## src/rtl/pipe_hazard_ctrl_pkg.sv

```systemverilog
// Shared constants for the pipeline hazard controller: opcode/funct codes
// that matter for hazard detection and the controller state encoding.
package pipe_hazard_ctrl_pkg;

  localparam logic [5:0] OP_RTYPE = 6'b000000;
  localparam logic [5:0] OP_LW    = 6'b100011;

  localparam logic [5:0] FN_MULT  = 6'h18;
  localparam logic [5:0] FN_MULTU = 6'h19;
  localparam logic [5:0] FN_DIV   = 6'h1A;
  localparam logic [5:0] FN_DIVU  = 6'h1B;

  typedef enum logic [1:0] {
    ST_RUN     = 2'd0,
    ST_MD_BUSY = 2'd1,
    ST_MD_LAST = 2'd2
  } state_e;

  // True for the R-type multiply/divide instructions that hold EX for several cycles
  function automatic logic is_muldiv(input logic [5:0] op, input logic [5:0] funct);
    return (op == OP_RTYPE) &&
           ((funct == FN_MULT) || (funct == FN_MULTU) ||
            (funct == FN_DIV)  || (funct == FN_DIVU));
  endfunction

endpackage

```

## src/rtl/pipe_hazard_ctrl_if.sv

```systemverilog
// Bundle of instruction fields seen by the hazard controller and the
// pipeline-register controls and statistics it produces.
interface pipe_hazard_ctrl_if #(parameter int CNT_WIDTH = 16);

  logic [5:0]           ID_Op;
  logic [5:0]           ID_Funct;
  logic [4:0]           ID_Rs;
  logic [4:0]           ID_Rt;
  logic [5:0]           EX_Op;
  logic [5:0]           EX_Funct;
  logic [4:0]           EX_Rt;
  logic                 EX_BranchTaken;
  logic                 CntClr;

  logic                 PC_En;
  logic                 IF_ID_En;
  logic                 ID_EX_En;
  logic                 IF_ID_Flush;
  logic                 ID_EX_Bubble;
  logic [1:0]           State;
  logic [CNT_WIDTH-1:0] StallCount;
  logic [CNT_WIDTH-1:0] FlushCount;

  // Pipeline side: supplies instruction fields, consumes the controls
  modport master (
    output ID_Op, ID_Funct, ID_Rs, ID_Rt, EX_Op, EX_Funct, EX_Rt,
           EX_BranchTaken, CntClr,
    input  PC_En, IF_ID_En, ID_EX_En, IF_ID_Flush, ID_EX_Bubble, State,
           StallCount, FlushCount
  );

  // Controller side
  modport slave (
    input  ID_Op, ID_Funct, ID_Rs, ID_Rt, EX_Op, EX_Funct, EX_Rt,
           EX_BranchTaken, CntClr,
    output PC_En, IF_ID_En, ID_EX_En, IF_ID_Flush, ID_EX_Bubble, State,
           StallCount, FlushCount
  );

endinterface

```

## src/rtl/pipe_hazard_ctrl_sat_counter.sv

```systemverilog
// Event counter that sticks at all-ones instead of wrapping; clear wins over increment.
module sat_counter #(
  parameter int CNT_WIDTH = 16
) (
  input  logic                 CLK,
  input  logic                 RSTn,
  input  logic                 inc,
  input  logic                 clr,
  output logic [CNT_WIDTH-1:0] count
);

  // Clear, otherwise count up until every bit is set
  always_ff @(posedge CLK or negedge RSTn) begin
    if (!RSTn) begin
      count <= '0;
    end else if (clr) begin
      count <= '0;
    end else if (inc && (count != '1)) begin
      count <= count + CNT_WIDTH'(1);
    end
  end

endmodule

```

## src/rtl/pipe_hazard_ctrl.sv

```systemverilog
// Hazard controller for a five-stage pipeline: flushes on taken branches,
// freezes the front end while a multi-cycle mult/div occupies EX, and
// inserts a bubble for load-use dependencies. Also keeps stall/flush statistics.
module pipe_hazard_ctrl
  import pipe_hazard_ctrl_pkg::*;
#(
  parameter int MULDIV_CYCLES = 4,
  parameter int CNT_WIDTH     = 16
) (
  input  logic              CLK,
  input  logic              RSTn,
  pipe_hazard_ctrl_if.slave bus
);

  localparam bit         MD_STALLS   = (MULDIV_CYCLES >= 2);
  localparam logic [3:0] MD_CNT_INIT = 4'(MULDIV_CYCLES - 2);

  state_e               state;
  logic [3:0]           cnt;
  logic                 loadUse;
  logic                 exMd;
  logic                 mdDetect;
  logic                 pcEn;
  logic                 ifIdEn;
  logic                 idExEn;
  logic                 ifIdFlush;
  logic                 idExBubble;
  logic [CNT_WIDTH-1:0] stallCount;
  logic [CNT_WIDTH-1:0] flushCount;

  // A load in EX whose destination (non-zero) is read by the instruction in ID
  assign loadUse = (bus.EX_Op == OP_LW) && (bus.EX_Rt != 5'd0) &&
                   ((bus.EX_Rt == bus.ID_Rs) || (bus.EX_Rt == bus.ID_Rt));
  assign exMd    = is_muldiv(bus.EX_Op, bus.EX_Funct);

  // Resolve hazards by priority: mult/div in progress, branch, new mult/div, load-use
  always_comb begin
    pcEn       = 1'b1;
    ifIdEn     = 1'b1;
    idExEn     = 1'b1;
    ifIdFlush  = 1'b0;
    idExBubble = 1'b0;
    mdDetect   = 1'b0;
    if (RSTn) begin
      if (state == ST_MD_BUSY) begin
        pcEn   = 1'b0;
        ifIdEn = 1'b0;
        idExEn = 1'b0;
      end else if (bus.EX_BranchTaken) begin
        ifIdFlush  = 1'b1;
        idExBubble = 1'b1;
      end else if ((state == ST_RUN) && exMd && MD_STALLS) begin
        mdDetect = 1'b1;
        pcEn     = 1'b0;
        ifIdEn   = 1'b0;
        idExEn   = 1'b0;
      end else if (loadUse) begin
        pcEn       = 1'b0;
        ifIdEn     = 1'b0;
        idExBubble = 1'b1;
      end
    end
  end

  // Mult/div sequencing: RUN -> MD_BUSY (cnt cycles) -> MD_LAST -> RUN
  always_ff @(posedge CLK or negedge RSTn) begin
    if (!RSTn) begin
      state <= ST_RUN;
      cnt   <= '0;
    end else begin
      case (state)
        ST_RUN: begin
          if (mdDetect) begin
            if (MULDIV_CYCLES == 2) begin
              state <= ST_MD_LAST;
            end else begin
              state <= ST_MD_BUSY;
              cnt   <= MD_CNT_INIT;
            end
          end
        end
        ST_MD_BUSY: begin
          if (cnt == 4'd1) begin
            state <= ST_MD_LAST;
            cnt   <= '0;
          end else begin
            cnt <= cnt - 4'd1;
          end
        end
        ST_MD_LAST: state <= ST_RUN;
        default:    state <= ST_RUN;
      endcase
    end
  end

  sat_counter #(.CNT_WIDTH(CNT_WIDTH)) u_stall_cnt (
    .CLK   (CLK),
    .RSTn  (RSTn),
    .inc   (~pcEn),
    .clr   (bus.CntClr),
    .count (stallCount)
  );

  sat_counter #(.CNT_WIDTH(CNT_WIDTH)) u_flush_cnt (
    .CLK   (CLK),
    .RSTn  (RSTn),
    .inc   (ifIdFlush),
    .clr   (bus.CntClr),
    .count (flushCount)
  );

  assign bus.PC_En        = pcEn;
  assign bus.IF_ID_En     = ifIdEn;
  assign bus.ID_EX_En     = idExEn;
  assign bus.IF_ID_Flush  = ifIdFlush;
  assign bus.ID_EX_Bubble = idExBubble;
  assign bus.State        = state;
  assign bus.StallCount   = stallCount;
  assign bus.FlushCount   = flushCount;

endmodule

```

## src/flat_wrapper.sv

```systemverilog
// flat-port wrapper written by rule: the top's interface ports become plain ports
module pipe_hazard_ctrl_flat import pipe_hazard_ctrl_pkg::*;
#(
  parameter int MULDIV_CYCLES = 4,
  parameter int CNT_WIDTH     = 16
)
  (CLK, RSTn, bus_ID_Op, bus_ID_Funct, bus_ID_Rs, bus_ID_Rt, bus_EX_Op, bus_EX_Funct, bus_EX_Rt, bus_EX_BranchTaken, bus_CntClr, bus_PC_En, bus_IF_ID_En, bus_ID_EX_En, bus_IF_ID_Flush, bus_ID_EX_Bubble, bus_State, bus_StallCount, bus_FlushCount);
  pipe_hazard_ctrl_if #(.CNT_WIDTH(CNT_WIDTH)) bus_i ();
  input  logic CLK;
  input  logic RSTn;
  input wire logic [$bits(bus_i.ID_Op)-1:0] bus_ID_Op;
  input wire logic [$bits(bus_i.ID_Funct)-1:0] bus_ID_Funct;
  input wire logic [$bits(bus_i.ID_Rs)-1:0] bus_ID_Rs;
  input wire logic [$bits(bus_i.ID_Rt)-1:0] bus_ID_Rt;
  input wire logic [$bits(bus_i.EX_Op)-1:0] bus_EX_Op;
  input wire logic [$bits(bus_i.EX_Funct)-1:0] bus_EX_Funct;
  input wire logic [$bits(bus_i.EX_Rt)-1:0] bus_EX_Rt;
  input wire logic [$bits(bus_i.EX_BranchTaken)-1:0] bus_EX_BranchTaken;
  input wire logic [$bits(bus_i.CntClr)-1:0] bus_CntClr;
  output wire logic [$bits(bus_i.PC_En)-1:0] bus_PC_En;
  output wire logic [$bits(bus_i.IF_ID_En)-1:0] bus_IF_ID_En;
  output wire logic [$bits(bus_i.ID_EX_En)-1:0] bus_ID_EX_En;
  output wire logic [$bits(bus_i.IF_ID_Flush)-1:0] bus_IF_ID_Flush;
  output wire logic [$bits(bus_i.ID_EX_Bubble)-1:0] bus_ID_EX_Bubble;
  output wire logic [$bits(bus_i.State)-1:0] bus_State;
  output wire logic [$bits(bus_i.StallCount)-1:0] bus_StallCount;
  output wire logic [$bits(bus_i.FlushCount)-1:0] bus_FlushCount;
  assign bus_i.ID_Op = bus_ID_Op;
  assign bus_i.ID_Funct = bus_ID_Funct;
  assign bus_i.ID_Rs = bus_ID_Rs;
  assign bus_i.ID_Rt = bus_ID_Rt;
  assign bus_i.EX_Op = bus_EX_Op;
  assign bus_i.EX_Funct = bus_EX_Funct;
  assign bus_i.EX_Rt = bus_EX_Rt;
  assign bus_i.EX_BranchTaken = bus_EX_BranchTaken;
  assign bus_i.CntClr = bus_CntClr;
  assign bus_PC_En = bus_i.PC_En;
  assign bus_IF_ID_En = bus_i.IF_ID_En;
  assign bus_ID_EX_En = bus_i.ID_EX_En;
  assign bus_IF_ID_Flush = bus_i.IF_ID_Flush;
  assign bus_ID_EX_Bubble = bus_i.ID_EX_Bubble;
  assign bus_State = bus_i.State;
  assign bus_StallCount = bus_i.StallCount;
  assign bus_FlushCount = bus_i.FlushCount;
  pipe_hazard_ctrl #(.MULDIV_CYCLES(MULDIV_CYCLES), .CNT_WIDTH(CNT_WIDTH)) u_core (.CLK(CLK), .RSTn(RSTn), .bus(bus_i));
endmodule
```

## config.mk

```make
export PLATFORM = sky130hd
export DESIGN_NAME = pipe_hazard_ctrl_flat
export DESIGN_NICKNAME = d
export VERILOG_FILES = /design/src/rtl/pipe_hazard_ctrl_pkg.sv /design/src/rtl/pipe_hazard_ctrl_if.sv /design/src/rtl/pipe_hazard_ctrl_sat_counter.sv /design/src/rtl/pipe_hazard_ctrl.sv /design/src/flat_wrapper.sv
export SDC_FILE = /design/constraint.sdc
export NUM_CORES = 1
export LEC_CHECK = 0
export ABC_AREA = 1
export CAP_MARGIN = 10
export CORE_MARGIN = 5
export CORE_UTILIZATION = 40
export CTS_CLUSTER_SIZE = 20
export DETAILED_ROUTE_END_ITERATION = 6
export GPL_TIMING_DRIVEN = 0
export PLACE_DENSITY = 0.7
export SLEW_MARGIN = 20
export SYNTH_ARGS = -nofsm -noshare
export SYNTH_HDL_FRONTEND = slang
export SYNTH_HIERARCHICAL = 1
export SYNTH_SLANG_ARGS = --single-unit
```

## constraint.sdc

```tcl
create_clock -name CLK -period 1.7 [get_ports CLK]
set_input_delay 0.255 -clock CLK [delete_from_list [all_inputs] [get_ports CLK]]
set_output_delay 0.255 -clock CLK [all_outputs]
set_load 0.01 [all_outputs]
```

==> metrics.md <==
| Metric | Value |
|---|---|
| Root Buffer | sky130_fd_sc_hd__clkbuf_8 |
| Remaining global-route overflow | 0 |
| Setup clock skew after layout | 7.83 ps |
| Pre-Repair DR Iteration Count | 4 |
| Initial cell density of the core | 40.6% |
| Number of pins exceeding their max-slew limit in the final report | 0 |
| Area fraction of the dominant cell type after synthesis | 34.9% |
| Flip-flop and latch area | 952 sq um |
| Setup repair after global routing missed its margin | true |
| Die Outline Area | 8570 sq um |
| Area share of and/or/nand/nor cells after synthesis | 44.2% |
| Critical Path Source Type | input port |
| Count of input and output buffers | 67 |
| Final period utilization | 107% |
| Wire length on met2 | 3.49 mm |
| Worst setup path startpoint | bus_EX_Funct[3] |
| Psw | 0.503 mW |
| Commonest non-fill, non-tap cells in the layout | sky130_fd_sc_hd__nand2_1 (138), sky130_fd_sc_hd__nor2_1 (41), sky130_fd_sc_hd__clkdlybuf4s50_1 (40) |
| Violations in the final reports | setup timing |
| Site row count | 30 |
| Reg-to-Reg Start | u_core/bus.State[1] |
| Clk pin slew, worst setup/hold paths | 70 ps |
| Min-Delay Path Class | in2reg |
| Met3 Routed Length | 520 um |
| Initial antenna violation count | 0 |
| Post-synth design cell area | 2730 sq um |
| Sequence of cells on the critical path | clkdlybuf4s50_1 > nand3_1 > nor2_1 > nand3_1 > nand2_1 > nand2_2 > nand2_4 > inv_2 > buf_4 > buf_2 |
| Result of the run | finished with violations |
| Metal-1 WL | 3.31 mm |
| Number of global-route vias before repair | 2691 |
| Slew at the pin closest to its max-slew limit | 881 ps |
| Core occupancy in the finished layout | 57.0% |
| Yosys warning total | 6 |
| Maximum number of pins on one net before global-route repair | 21 |
| Maximum VDD drop | 0.000448 V |
| Commonest non-fill, non-tap cell in the layout | sky130_fd_sc_hd__nand2_1 |
| Mean instance size in the synthesized netlist | 6.80 sq um |
| LEAKAGE | 1.86 nW |
| Fraction of final layout cells sized beyond drive strength 1 | 16.5% |
| Part of the power in combinational logic | 15.7% |
| Core Region | 6720 sq um |
| Final hold violations | 0 |
| Cell internal power dissipation | 1.54 mW |
| Final setup violation count | 4 |
| Count of max-cap constraint violations | 0 |
| Cell with the biggest individual delay on the critical path | sky130_fd_sc_hd__clkdlybuf4s50_1 |
| Critical-path maximum fanout | 2 |
| I/O Pins | 82 |
| Area share of xor/xnor cells in the synthesized design | 4.50% |
| Crit path buf inv count | 4 |
| Share of cell area taken by muxes after synthesis | 0% |
| Number of storage elements in the synthesis netlist | 38 |
| Number of filler cells placed in the layout | 645 |
| Hpwl dp | 5.47 mm |
| Upper clock frequency limit | 550 MHz |
| Area of combinational cells with multiple inputs | 1590 sq um |
| Crit path kind | in2out |
| Synth unique cells | 29 |
| Largest delay share family, worst path | buffers and inverters |
| Syn Nets | 448 |
| Most common cell type on the critical path | sky130_fd_sc_hd__nand3_1 |
| First-pass GRT wire length | 12.1 mm |
| Synth Area in Adders | 1.83% |
| Power density of the placed cells | 535 nW/um^2 |
| Source of the worst hold timing path | RSTn |
| Number of buffers on the longest clock path | 2 |
| Highest routed metal layer | met4 |
| X dimension of the die | 92.6 um |
| Routed Antenna Nets | 0 |
| Main combinational cell family by area after synthesis | simple AND/OR/NAND/NOR gates |
| Sequential share of power | 46.0% |
| Power Total | 2.05 mW |
| Clock network latency to the later pin of the worst-skew pair | 290 ps |
| Area added between synthesis and finish | 40.4% |
| Vias | 2866 |
| Part of the Yosys area used for sequential elements | 34.9% |
| Arrival time at the worst endpoint | 1560 ps |
| Routed length per placed instance | 13.0 um |
| Inserted Clock Buffers | 5 |
| Slowest Stage Delay on Critical Path | 490 ps |
| Crit. End Element | output port |
| Cell type contributing the most total cell area after synthesis | sky130_fd_sc_hd__dfrtp_1 |
| Switching Fraction | 24.6% |
| Compound-gate portion of the synthesized area | 5.32% |
| Via density per instance | 5.02 |
| Final setup margin | -117 ps |
| Routability congestion estimate | 0.842 |
| Data required time of the worst path | 1440 ps |
| Number of H-tree branching levels | 2 |
| Fin nets | 538 |
| Overall track demand over capacity in global routing | 17.2% |
| Cell count after synthesis | 401 |
| Initial detailed-routing violation count | 117 |
| Antenna Diode Count | 0 |
| CTS tree | built |
| Final critical delay including setup and external delays | 1820 ps |
| Main area contributors after synthesis | sky130_fd_sc_hd__dfrtp_1 (35%), sky130_fd_sc_hd__nand2_1 (20%), sky130_fd_sc_hd__nor2_1 (6.3%), sky130_fd_sc_hd__nand3_1 (6.2%), sky130_fd_sc_hd__inv_1 (5.4%) |
| Slew headroom | 41.0% |
| Remaining routing DRC violations | 0 |
| Total clock sinks | 38 |
| Clock share of power | 38.3% |
| Total routed wirelength | 7.43 mm |
| Sum of negative setup slack | -157 ps |
| Die boundary height | 92.6 um |
layer usage:
layer	vias to the layer above	GRT usage (%)
met3	8	4.55
met5	-	0
met4	0	6.31
met1	1316	21.4
met2	92	28.5
li1	1450	-
stage by stage:
step           cell area (sq um)  setup slack, ps  hold WS [ps]  cells
6_report                    3830             -117           450    571
5_1_grt                     3830             -230           469    571
4_1_cts                     3720             -129           442    564
3_5_place_dp                3530             -661           255    549
3_3_place_gp                3500            -1990           523    548
2_1_floorplan               2730            -13.0         -40.6    401
Yosys cell counts:
master,n
sky130_fd_sc_hd__a21oi_2,2
sky130_fd_sc_hd__a21oi_1,2
sky130_fd_sc_hd__clkinv_1,1
sky130_fd_sc_hd__dfrtp_1,38
sky130_fd_sc_hd__xnor2_1,8
sky130_fd_sc_hd__nor2_4,4
sky130_fd_sc_hd__nand4_1,20
sky130_fd_sc_hd__inv_1,39
sky130_fd_sc_hd__inv_2,7
sky130_fd_sc_hd__nand4_2,1
sky130_fd_sc_hd__nand2_4,4
sky130_fd_sc_hd__buf_12,2
sky130_fd_sc_hd__xor2_1,6
sky130_fd_sc_hd__nand2_2,6
sky130_fd_sc_hd__inv_4,2
sky130_fd_sc_hd__o21ai_4,2
sky130_fd_sc_hd__or2_2,2
sky130_fd_sc_hd__nor3_1,7
sky130_fd_sc_hd__nor2_1,46
sky130_fd_sc_hd__buf_4,1
sky130_fd_sc_hd__o21bai_1,4
sky130_fd_sc_hd__nor2_2,1
sky130_fd_sc_hd__o21ai_0,11
sky130_fd_sc_hd__nand3_1,34
sky130_fd_sc_hd__buf_1,2
sky130_fd_sc_hd__nand3_2,1
sky130_fd_sc_hd__buf_2,2
sky130_fd_sc_hd__ha_1,4
sky130_fd_sc_hd__nand2_1,142
tightest hold or removal path, cell delays in order:
cell                      delay (ps)
sky130_fd_sc_hd__buf_6           100
sky130_fd_sc_hd__buf_16          120
sky130_fd_sc_hd__nand4_2         150
sky130_fd_sc_hd__nand2_1          60
cell type report:
cell class,instances,share of cell area (%)
tap,80,2.61
inverter,49,5.13
clock inverter,1,0.784
sequential,38,24.9
clock buffer,6,2.16
timing repair buffer,84,21.3
multi-input combinational,307,41.6
buffer,6,1.50
kinds of logic after synthesis:
kind of cell             count (synthesis)
AO/OA/AOI/OAI                           21
buffers and inverters                   56
adder cells (fa/ha/maj)                  4
flip-flops                              38
XOR/XNOR                                14
AND/OR/NAND/NOR                        268
final timing paths:
kind / to / slack [ps] / cells past startpoint
worst max-delay path: bus_PC_En / -120 / 10
worst min-delay path: u_core/bus.State[0] / 450 / 4
worst max register to register: u_core/u_stall_cnt/count[8] / -10 / 13
worst min register to register: u_core/cnt[1] / 540 / 2
max in group asynchronous: u_core/bus.State[0] / 420 / 3
min in group asynchronous: u_core/u_stall_cnt/count[11] / 610 / 2
registers in the layout, indices dropped and copies added (netlist names):
signal / count
u_core/bus.State: 2
u_core/cnt: 4
u_core/u_flush_cnt/count: 16
u_core/u_stall_cnt/count: 16
power groups by stage:
stage / combinational [mW] / clock [mW] / sequential, mW
after floorplan: 0.159 / 0 / 0.957
after global placement: 0.300 / 0 / 0.958
after detailed placement: 0.312 / 0 / 0.960
after CTS: 0.314 / 0.815 / 0.942
after global routing: 0.359 / 0.852 / 0.944
final: 0.321 / 0.784 / 0.943
what timing repair did:
| item | CTS | global route |
|---|---|---|
| endpoints found under the setup margin | 37 | 36 |
| gates cloned | 1 | 0 |
| pin swaps | 14 | 11 |
| hold buffers | 2 | 0 |
| resized for setup | 52 | 25 |
| endpoints found under the hold margin | 18 | 0 |
| buffers inserted | 6 | 7 |
No activity file was read; power rests on OpenSTA's default activity.
